`src/rtl/mem_arbiter_if.sv`:
```
// Bundle between the two cache-side requesters, the arbiter and the Data_Memory line port.
// The slave modport is the arbiter's view; the master modport is the surrounding environment.
interface mem_arbiter_if #(
   parameter int ADDR_W = 32,
   parameter int DATA_W = 256
);
   // Requester handshake: req_i is a level that acts as valid and is held with
   // write/addr/data stable until the one-cycle ack_o, which acts as ready/done.
   // Memory handshake: mem_enable_o is valid, held until a one-cycle mem_ack_i.
   logic              m0_req_i;
   logic              m0_write_i;
   logic [ADDR_W-1:0] m0_addr_i;
   logic [DATA_W-1:0] m0_data_i;
   logic              m0_ack_o;

   logic              m1_req_i;
   logic              m1_write_i;
   logic [ADDR_W-1:0] m1_addr_i;
   logic [DATA_W-1:0] m1_data_i;
   logic              m1_ack_o;

   logic [DATA_W-1:0] rdata_o;
   logic              mem_enable_o;
   logic              mem_write_o;
   logic [ADDR_W-1:0] mem_addr_o;
   logic [DATA_W-1:0] mem_data_o;
   logic              mem_ack_i;
   logic [DATA_W-1:0] mem_data_i;
   logic              busy_o;

   modport slave (
      input  m0_req_i, m0_write_i, m0_addr_i, m0_data_i,
      input  m1_req_i, m1_write_i, m1_addr_i, m1_data_i,
      input  mem_ack_i, mem_data_i,
      output m0_ack_o, m1_ack_o, rdata_o,
      output mem_enable_o, mem_write_o, mem_addr_o, mem_data_o, busy_o
   );

   modport master (
      output m0_req_i, m0_write_i, m0_addr_i, m0_data_i,
      output m1_req_i, m1_write_i, m1_addr_i, m1_data_i,
      output mem_ack_i, mem_data_i,
      input  m0_ack_o, m1_ack_o, rdata_o,
      input  mem_enable_o, mem_write_o, mem_addr_o, mem_data_o, busy_o
   );
endinterface

```
`src/rtl/mem_arbiter.sv`:
```
// Two-port line arbiter (I-cache port 0, D-cache port 1) in front of Data_Memory.
// Define MEM_ARB_RR_EN for round-robin tie breaking; otherwise port 1 wins ties.
module mem_arbiter #(
   parameter int ADDR_W = 32,
   parameter int DATA_W = 256
) (
   input  logic         clk_i,
   input  logic         rst_i,
   mem_arbiter_if.slave bus,
   output logic [1:0]   state_o
);

   typedef enum logic [1:0] {
      IDLE    = 2'd0,
      BUSY    = 2'd1,
      RELEASE = 2'd2
   } state_e;

   state_e            state_q, state_d;
   logic              grant_q, grant_d;
   logic              write_q, write_d;
   logic [ADDR_W-1:0] addr_q, addr_d;
   logic [DATA_W-1:0] data_q, data_d;
   logic              any_req;
   logic              winner;
   logic              ack_hit;

   assign any_req = bus.m0_req_i | bus.m1_req_i;

`ifdef MEM_ARB_RR_EN
   logic last_q, last_d;

   // On a tie the port that was not served last goes first.
   always_comb begin
      winner = bus.m1_req_i;
      if (bus.m0_req_i && bus.m1_req_i) begin
         winner = ~last_q;
      end
   end

   always_comb begin
      last_d = last_q;
      if (state_q == IDLE && any_req) begin
         last_d = winner;
      end
   end

   always_ff @(posedge clk_i) begin
      if (rst_i) begin
         last_q <= 1'b1;
      end else begin
         last_q <= last_d;
      end
   end
`else
   always_comb begin
      winner = bus.m1_req_i;
   end
`endif

   always_comb begin
      state_d = state_q;
      grant_d = grant_q;
      write_d = write_q;
      addr_d  = addr_q;
      data_d  = data_q;
      case (state_q)
         IDLE: begin
            if (any_req) begin
               grant_d = winner;
               write_d = winner ? bus.m1_write_i : bus.m0_write_i;
               addr_d  = winner ? bus.m1_addr_i  : bus.m0_addr_i;
               data_d  = winner ? bus.m1_data_i  : bus.m0_data_i;
               state_d = BUSY;
            end
         end
         BUSY: begin
            if (bus.mem_ack_i) begin
               state_d = RELEASE;
            end
         end
         RELEASE: begin
            state_d = IDLE;
         end
         default: begin
            state_d = IDLE;
         end
      endcase
   end

   always_ff @(posedge clk_i) begin
      if (rst_i) begin
         state_q <= IDLE;
         grant_q <= 1'b0;
         write_q <= 1'b0;
         addr_q  <= '0;
         data_q  <= '0;
      end else begin
         state_q <= state_d;
         grant_q <= grant_d;
         write_q <= write_d;
         addr_q  <= addr_d;
         data_q  <= data_d;
      end
   end

   // The memory port is driven only from latched values, so requester churn is invisible here.
   assign ack_hit          = (state_q == BUSY) && bus.mem_ack_i;
   assign bus.m0_ack_o     = ack_hit && !grant_q;
   assign bus.m1_ack_o     = ack_hit && grant_q;
   assign bus.rdata_o      = bus.mem_data_i;
   assign bus.mem_enable_o = (state_q == BUSY);
   assign bus.mem_write_o  = (state_q == BUSY) && write_q;
   assign bus.mem_addr_o   = addr_q;
   assign bus.mem_data_o   = data_q;
   assign bus.busy_o       = (state_q != IDLE);
   assign state_o          = state_q;

endmodule

```
`src/flat_wrapper.sv`:
```
// flat-port wrapper written by rule: the top's interface ports become plain ports
module mem_arbiter_flat 
#(
   parameter int ADDR_W = 32,
   parameter int DATA_W = 256
)
  (clk_i, rst_i, state_o, bus_m0_req_i, bus_m0_write_i, bus_m0_addr_i, bus_m0_data_i, bus_m1_req_i, bus_m1_write_i, bus_m1_addr_i, bus_m1_data_i, bus_mem_ack_i, bus_mem_data_i, bus_m0_ack_o, bus_m1_ack_o, bus_rdata_o, bus_mem_enable_o, bus_mem_write_o, bus_mem_addr_o, bus_mem_data_o, bus_busy_o);
  mem_arbiter_if #(.ADDR_W(ADDR_W), .DATA_W(DATA_W)) bus_i ();
  input  logic clk_i;
  input  logic rst_i;
  output logic [1:0] state_o;
  input wire logic [$bits(bus_i.m0_req_i)-1:0] bus_m0_req_i;
  input wire logic [$bits(bus_i.m0_write_i)-1:0] bus_m0_write_i;
  input wire logic [$bits(bus_i.m0_addr_i)-1:0] bus_m0_addr_i;
  input wire logic [$bits(bus_i.m0_data_i)-1:0] bus_m0_data_i;
  input wire logic [$bits(bus_i.m1_req_i)-1:0] bus_m1_req_i;
  input wire logic [$bits(bus_i.m1_write_i)-1:0] bus_m1_write_i;
  input wire logic [$bits(bus_i.m1_addr_i)-1:0] bus_m1_addr_i;
  input wire logic [$bits(bus_i.m1_data_i)-1:0] bus_m1_data_i;
  input wire logic [$bits(bus_i.mem_ack_i)-1:0] bus_mem_ack_i;
  input wire logic [$bits(bus_i.mem_data_i)-1:0] bus_mem_data_i;
  output wire logic [$bits(bus_i.m0_ack_o)-1:0] bus_m0_ack_o;
  output wire logic [$bits(bus_i.m1_ack_o)-1:0] bus_m1_ack_o;
  output wire logic [$bits(bus_i.rdata_o)-1:0] bus_rdata_o;
  output wire logic [$bits(bus_i.mem_enable_o)-1:0] bus_mem_enable_o;
  output wire logic [$bits(bus_i.mem_write_o)-1:0] bus_mem_write_o;
  output wire logic [$bits(bus_i.mem_addr_o)-1:0] bus_mem_addr_o;
  output wire logic [$bits(bus_i.mem_data_o)-1:0] bus_mem_data_o;
  output wire logic [$bits(bus_i.busy_o)-1:0] bus_busy_o;
  assign bus_i.m0_req_i = bus_m0_req_i;
  assign bus_i.m0_write_i = bus_m0_write_i;
  assign bus_i.m0_addr_i = bus_m0_addr_i;
  assign bus_i.m0_data_i = bus_m0_data_i;
  assign bus_i.m1_req_i = bus_m1_req_i;
  assign bus_i.m1_write_i = bus_m1_write_i;
  assign bus_i.m1_addr_i = bus_m1_addr_i;
  assign bus_i.m1_data_i = bus_m1_data_i;
  assign bus_i.mem_ack_i = bus_mem_ack_i;
  assign bus_i.mem_data_i = bus_mem_data_i;
  assign bus_m0_ack_o = bus_i.m0_ack_o;
  assign bus_m1_ack_o = bus_i.m1_ack_o;
  assign bus_rdata_o = bus_i.rdata_o;
  assign bus_mem_enable_o = bus_i.mem_enable_o;
  assign bus_mem_write_o = bus_i.mem_write_o;
  assign bus_mem_addr_o = bus_i.mem_addr_o;
  assign bus_mem_data_o = bus_i.mem_data_o;
  assign bus_busy_o = bus_i.busy_o;
  mem_arbiter #(.ADDR_W(ADDR_W), .DATA_W(DATA_W)) u_core (.clk_i(clk_i), .rst_i(rst_i), .bus(bus_i), .state_o(state_o));
endmodule
```
`config.mk`:
```
export PLATFORM = sky130hd
export DESIGN_NAME = mem_arbiter_flat
export DESIGN_NICKNAME = d
export VERILOG_FILES = /design/src/rtl/mem_arbiter_if.sv /design/src/rtl/mem_arbiter.sv /design/src/flat_wrapper.sv
export SDC_FILE = /design/constraint.sdc
export NUM_CORES = 1
export LEC_CHECK = 0
export CORE_AREA = 10 10 528 530
export DETAILED_ROUTE_END_ITERATION = 16
export DIE_AREA = 0 0 538 540
export HOLD_SLACK_MARGIN = 0.05
export PLACE_DENSITY_LB_ADDON = 0.1
export SYNTH_ARGS = -nofsm -noshare
export SYNTH_HDL_FRONTEND = slang
export SYNTH_SLANG_ARGS = --single-unit
```
`constraint.sdc`:
```
create_clock -name clk_i -period 1.6 [get_ports clk_i]
set_input_delay 0.32 -clock clk_i [delete_from_list [all_inputs] [get_ports clk_i]]
set_output_delay 0.32 -clock clk_i [all_outputs]
set_load 0.05 [all_outputs]
```
### Word-level counts from Yosys, hierarchy flattened

Index checks and enable logic that the tools add are counted.

* input bits: 839
* register bits: 292

* muxes and demuxes: 6
* equal/unequal tests: 3
* bitwise operators: 1
* reductions and logical operators: 9

Operators by type and width (count)
* $mux W256: 1
* $mux W32: 1
* $logic_and A1 B1 Y1: 4
* $mux W2: 2
* $pmux W2 S2: 1
* $reduce_and A2 Y1: 2
* $eq A2 B1 Y1 const B: 1
* $logic_not A2 Y1: 1
* $ne A2 B1 Y1 const B: 1
* $ne A2 B2 Y1 const B: 1
* $reduce_bool A2 Y1: 1
* $logic_not A1 Y1: 1
* $mux W1: 1
* $or A1 B1 Y1: 1

### Longest topological paths before layout

* depth after elaboration: 3
* depth in mapped cells: 7
* gate-level depth less buffers: 4

### Least setup slack after synthesis

Ideal clock, no wire load.

* kind: register to output
* from: register u_core.state_q[0] (netlist: u_core.state_o[0])
* to: output bus_m0_ack_o
* cell stages (with the launch flop): 4
* setup slack: -1.098 ns
* buffers on the path: 0
* arrival time: 2.378 ns
* cells stage by stage: dfxtp_1 nor2b_1 nand2_1 nor2_1

* cells in the longest elaborated chain, start to end: 3

RTL lines
* from (decl): line mem_arbiter.sv:19 `state_e state_q, state_d;`
* from (signal assigned): line mem_arbiter.sv:99 `state_q <= state_d;`
* $eq A2 B1 Y1
* net bus_mem_enable_o: line flat_wrapper.sv:25 `output wire logic [$bits(bus_i.mem_enable_o)-1:0] bus_mem_enable_o;`
* $logic_and A1 B1 Y1: line mem_arbiter.sv:108 `assign ack_hit = (state_q == BUSY) && bus.mem_ack_i;`
* $logic_and A1 B1 Y1: line mem_arbiter.sv:109 `assign bus.m0_ack_o = ack_hit && !grant_q;`
* to (decl): line flat_wrapper.sv:22 `output wire logic [$bits(bus_i.m0_ack_o)-1:0] bus_m0_ack_o;`

The timed path passes the listed nets, and every way through them passes these cells.

### Final worst setup path

* from: register u_core.state_q[0] (netlist: u_core.state_o[0])
* to: output bus_mem_write_o

* cells in the longest elaborated chain, start to end: 2

RTL lines
* $eq A2 B1 Y1: line mem_arbiter.sv:113 `assign bus.mem_write_o = (state_q == BUSY) && write_q;`
* $logic_and A1 B1 Y1: line mem_arbiter.sv:113
* to (decl): line flat_wrapper.sv:26 `output wire logic [$bits(bus_i.mem_write_o)-1:0] bus_mem_write_o;`

No other way between the ends.

==> impl_metrics.tcl <==
set metrics [dict create \
    run_status "finished with violations" \
    failing_checks "setup timing" \
    design.portCount 1390 \
    reg2reg_setup_slack_ns -0.29 \
    critPathMostFrequentCell "sky130_fd_sc_hd__buf_12" \
    p_leak_nw 13.60 \
    gr-total-overflow 0 \
    syn_to_final_growth_pct 141.7 \
    cts_buffers 50 \
    cp_max_fo 4 \
    path_class "reg2out" \
    design.die.area_um2 290500 \
    cp_data_arrival_time_ns 1.73 \
    max_freq_ghz 0.4880 \
    drc_marker_count_from_the_first_detailed_route_iteration 406 \
    reg2regPathDepth 13 \
    worst_path_largest_cell_delay_ns 0.35 \
    layout.core_utilization_pct 13.92 \
    rsz0062_at_grt "true" \
    clock_tree_from_tritoncts "built" \
    finalWirelength_um 157800 \
    critical_path_cell_count 5 \
    power_w 0.03662 \
    ctsLongestPathBuffers 3 \
    cts_num_sinks 292 \
    max_slew_margin_pct 55.62 \
    period_share_pct 128.1 \
    setup_violations 296 \
    ctsHtreeMaxLevel 2 \
    routedWlPerCell_um 25.85 \
    synth_nets 2431 \
    antenna_left 0 \
    grt_antenna_before_repair 16 \
    die_w_um 538 \
    worst_pin_slew_ns 0.6472 \
    wire_length_of_the_first_global_routing_pass_um 183100 \
    critical-path-slowest-cell "sky130_fd_sc_hd__dfxtp_4" \
    drcViolationCount 0 \
    detail_route.first_pass.iterations 4 \
    min_period_ns 2.049 \
    slew_violations 0 \
    critPathLaunchType "flip-flop" \
    crit_family "simple AND/OR/NAND/NOR gates" \
    layout_setup_ws_ns -0.4491 \
    yosys.cell_types.count 23 \
    timing.critical_path.cells "buf_6, nor2b_4, buf_12, and2_4, buf_12" \
    vias 16390 \
    power.density_nw_per_um2 984.0 \
    post_synth_instance_area_um2 15400 \
    grt_pass1_vias 17510 \
    buffer_ports.inserted 877 \
    maxCapViolations 0 \
    initial_core_util_pct 5.757 \
    cp.required_ns 1.28 \
    final_net_count 3349 \
    yosysWarnings 0 \
    grt_usage_pct 9.417 \
    area_of_the_core_region_um2 267400 \
    min-delay-path-class "in2reg" \
    crit-reg2reg-capture "u_core.bus.mem_data_o[205]" \
    synth.ff_latch_count 292 \
    final.setup_skew_ns 0.01656 \
    post_synth_inst_count 1592 \
    clock-root-buffer "sky130_fd_sc_hd__clkbuf_16" \
    final_layout_size_suffix_gt1_share_pct 57.91 \
    layout.cells.most_common "sky130_fd_sc_hd__clkdlybuf4s50_1" \
    clock_insertion_delay_worst_skew_ns 0.67 \
    kind_of_end_point_of_the_critical_path "output port" \
    setup_tns_ns -56.74 \
    gpl.final_weighted_congestion 0.6978 \
    clkTransAtPathRegs_ns 0.05 \
    power.ir.vdd_worst_mv 0.7205 \
    final_cell_mix "sky130_fd_sc_hd__clkdlybuf4s50_1 (580), sky130_fd_sc_hd__mux2i_1 (289), sky130_fd_sc_hd__a211oi_2 (228), sky130_fd_sc_hd__buf_12 (218), sky130_fd_sc_hd__buf_4 (210)" \
    vias_per_cell 2.685 \
    syn_avg_cell_area_um2 9.671 \
    fp-row-count 190 \
    layout.filler_cells 30150 \
    detailed_place_hpwl_um 123100 \
    cp-endpoint "bus_mem_write_o" \
    vert_die_dim_um 540 \
    worst_reg2reg_startpoint "u_core.state_o[1]" \
    synth_seq_area_share_pct 37.97 \
    timing_hold_violations_final 0 \
    worstSetupStartpoint "u_core.state_o[0]" \
    grt_max_degree 58 \
    path_buf_inv 3 \
]
## report_power, final
group / internal, W / switching, W / leakage, nW / total, W
clock network: 0.00721 / 0.00461 / 0.850 / 0.0118
logic: 0.00735 / 0.00811 / 10.2 / 0.0155
registers: 0.00831 / 0.00103 / 2.52 / 0.00933
total: 0.0229 / 0.0137 / 13.6 / 0.0366
## tightest hold or removal path, cell delays in order
cell and delay [ns]:
sky130_fd_sc_hd__buf_8 0.12, sky130_fd_sc_hd__nor2_2 0.08, sky130_fd_sc_hd__buf_4 0.14, sky130_fd_sc_hd__o21ai_0 0.15
sky130_fd_sc_hd__a21oi_1 0.06
## registers in the layout, indices dropped and copies added, names as in the netlist
name and cells:
u_core.grant_q 1, u_core.bus.mem_data_o 256, u_core.bus.mem_addr_o 32, u_core.state_o 2
u_core.write_q 1
## synthesized netlist by cell type, drive strengths merged
cell	count	area, µm²
dfxtp	292	5846
nor2	5	31.28
and3	1	6.260
a211oi	289	2220
a21oi	291	1494
nand2	3	11.26
buf	367	2664
inv	1	3.750
nor2b	1	6.260
nand2b	1	6.260
or2	1	8.760
mux2i	289	2893
o21ai	1	5.000
and2	1	6.260
clkbuf	49	195.2
## how the worst min path moves through the flow
stage,slack (ns),depth (start not counted),startpoint,to
floorplan,0.46,2,bus_mem_ack_i,u_core.state_o[1]
global placement,0.50,2,u_core.bus.mem_data_o[163],u_core.bus.mem_data_o[163]
global route,0.26,3,bus_m1_data_i[131],u_core.bus.mem_data_o[131]
detailed placement,0.51,2,u_core.bus.mem_data_o[121],u_core.bus.mem_data_o[121]
finish,0.28,5,bus_m1_req_i,u_core.grant_q
CTS,0.20,3,bus_m1_data_i[131],u_core.bus.mem_data_o[131]
## final cells by class
type | count | area (µm²) | share of cell area, %
timing repair buffer | 1282 | 15850 | 42.60
tap | 3552 | 4444 | 11.94
clock buffer | 71 | 1441 | 3.873
clock inverter | 20 | 280.3 | 0.7530
antenna | 4 | 10.01 | 0.02689
sequential | 292 | 6324 | 16.99
inverter | 1 | 6.256 | 0.01681
multi-input combinational | 883 | 8860 | 23.80
## per-stage QoR
step                      area (µm²)  hold WS [ns]  instances  setup WS [ns]
after floorplan                15420        0.4644       1592        0.02516
after global placement         29610        0.5042       5884        -0.5093
after detailed placement       29610        0.5102       5884        -0.4901
after CTS                      32680        0.1996       5997        -0.5726
after global routing           37210        0.2562       6103        -0.5714
final                          37220        0.2823       6105        -0.4491
## what timing repair did
item | in CTS | in global routing
hold buffers | 1 | 0
setup buffers | 21 | 49
endpoints found under the hold margin | 4 | 0
cloned | 0 | 59
pin swaps | 8 | 219
gates resized for setup | 503 | 601
endpoints found under the setup margin | 293 | 309
## logic make-up (layout without fill, tap and decap cells)
family | count (synthesis) | in the layout | synth area share (%)
compound gates | 581 | 581 | 24.15
buf+inv | 417 | 1374 | 18.59
flops | 292 | 292 | 37.97
mux | 289 | 289 | 18.79
other cells | 0 | 4 | 0
simple gates | 13 | 13 | 0.4958
## routing by layer
layer / routed length, µm / up-vias / GRT usage, %
met5: 218 / - / 0.4111
met4: 8221 / 12 / 4.657
met3: 22080 / 256 / 6.584
met2: 69640 / 858 / 14.52
met1: 57680 / 7763 / 9.570
li1: - / 7501 / -
(Power assumes the default switching activity.)
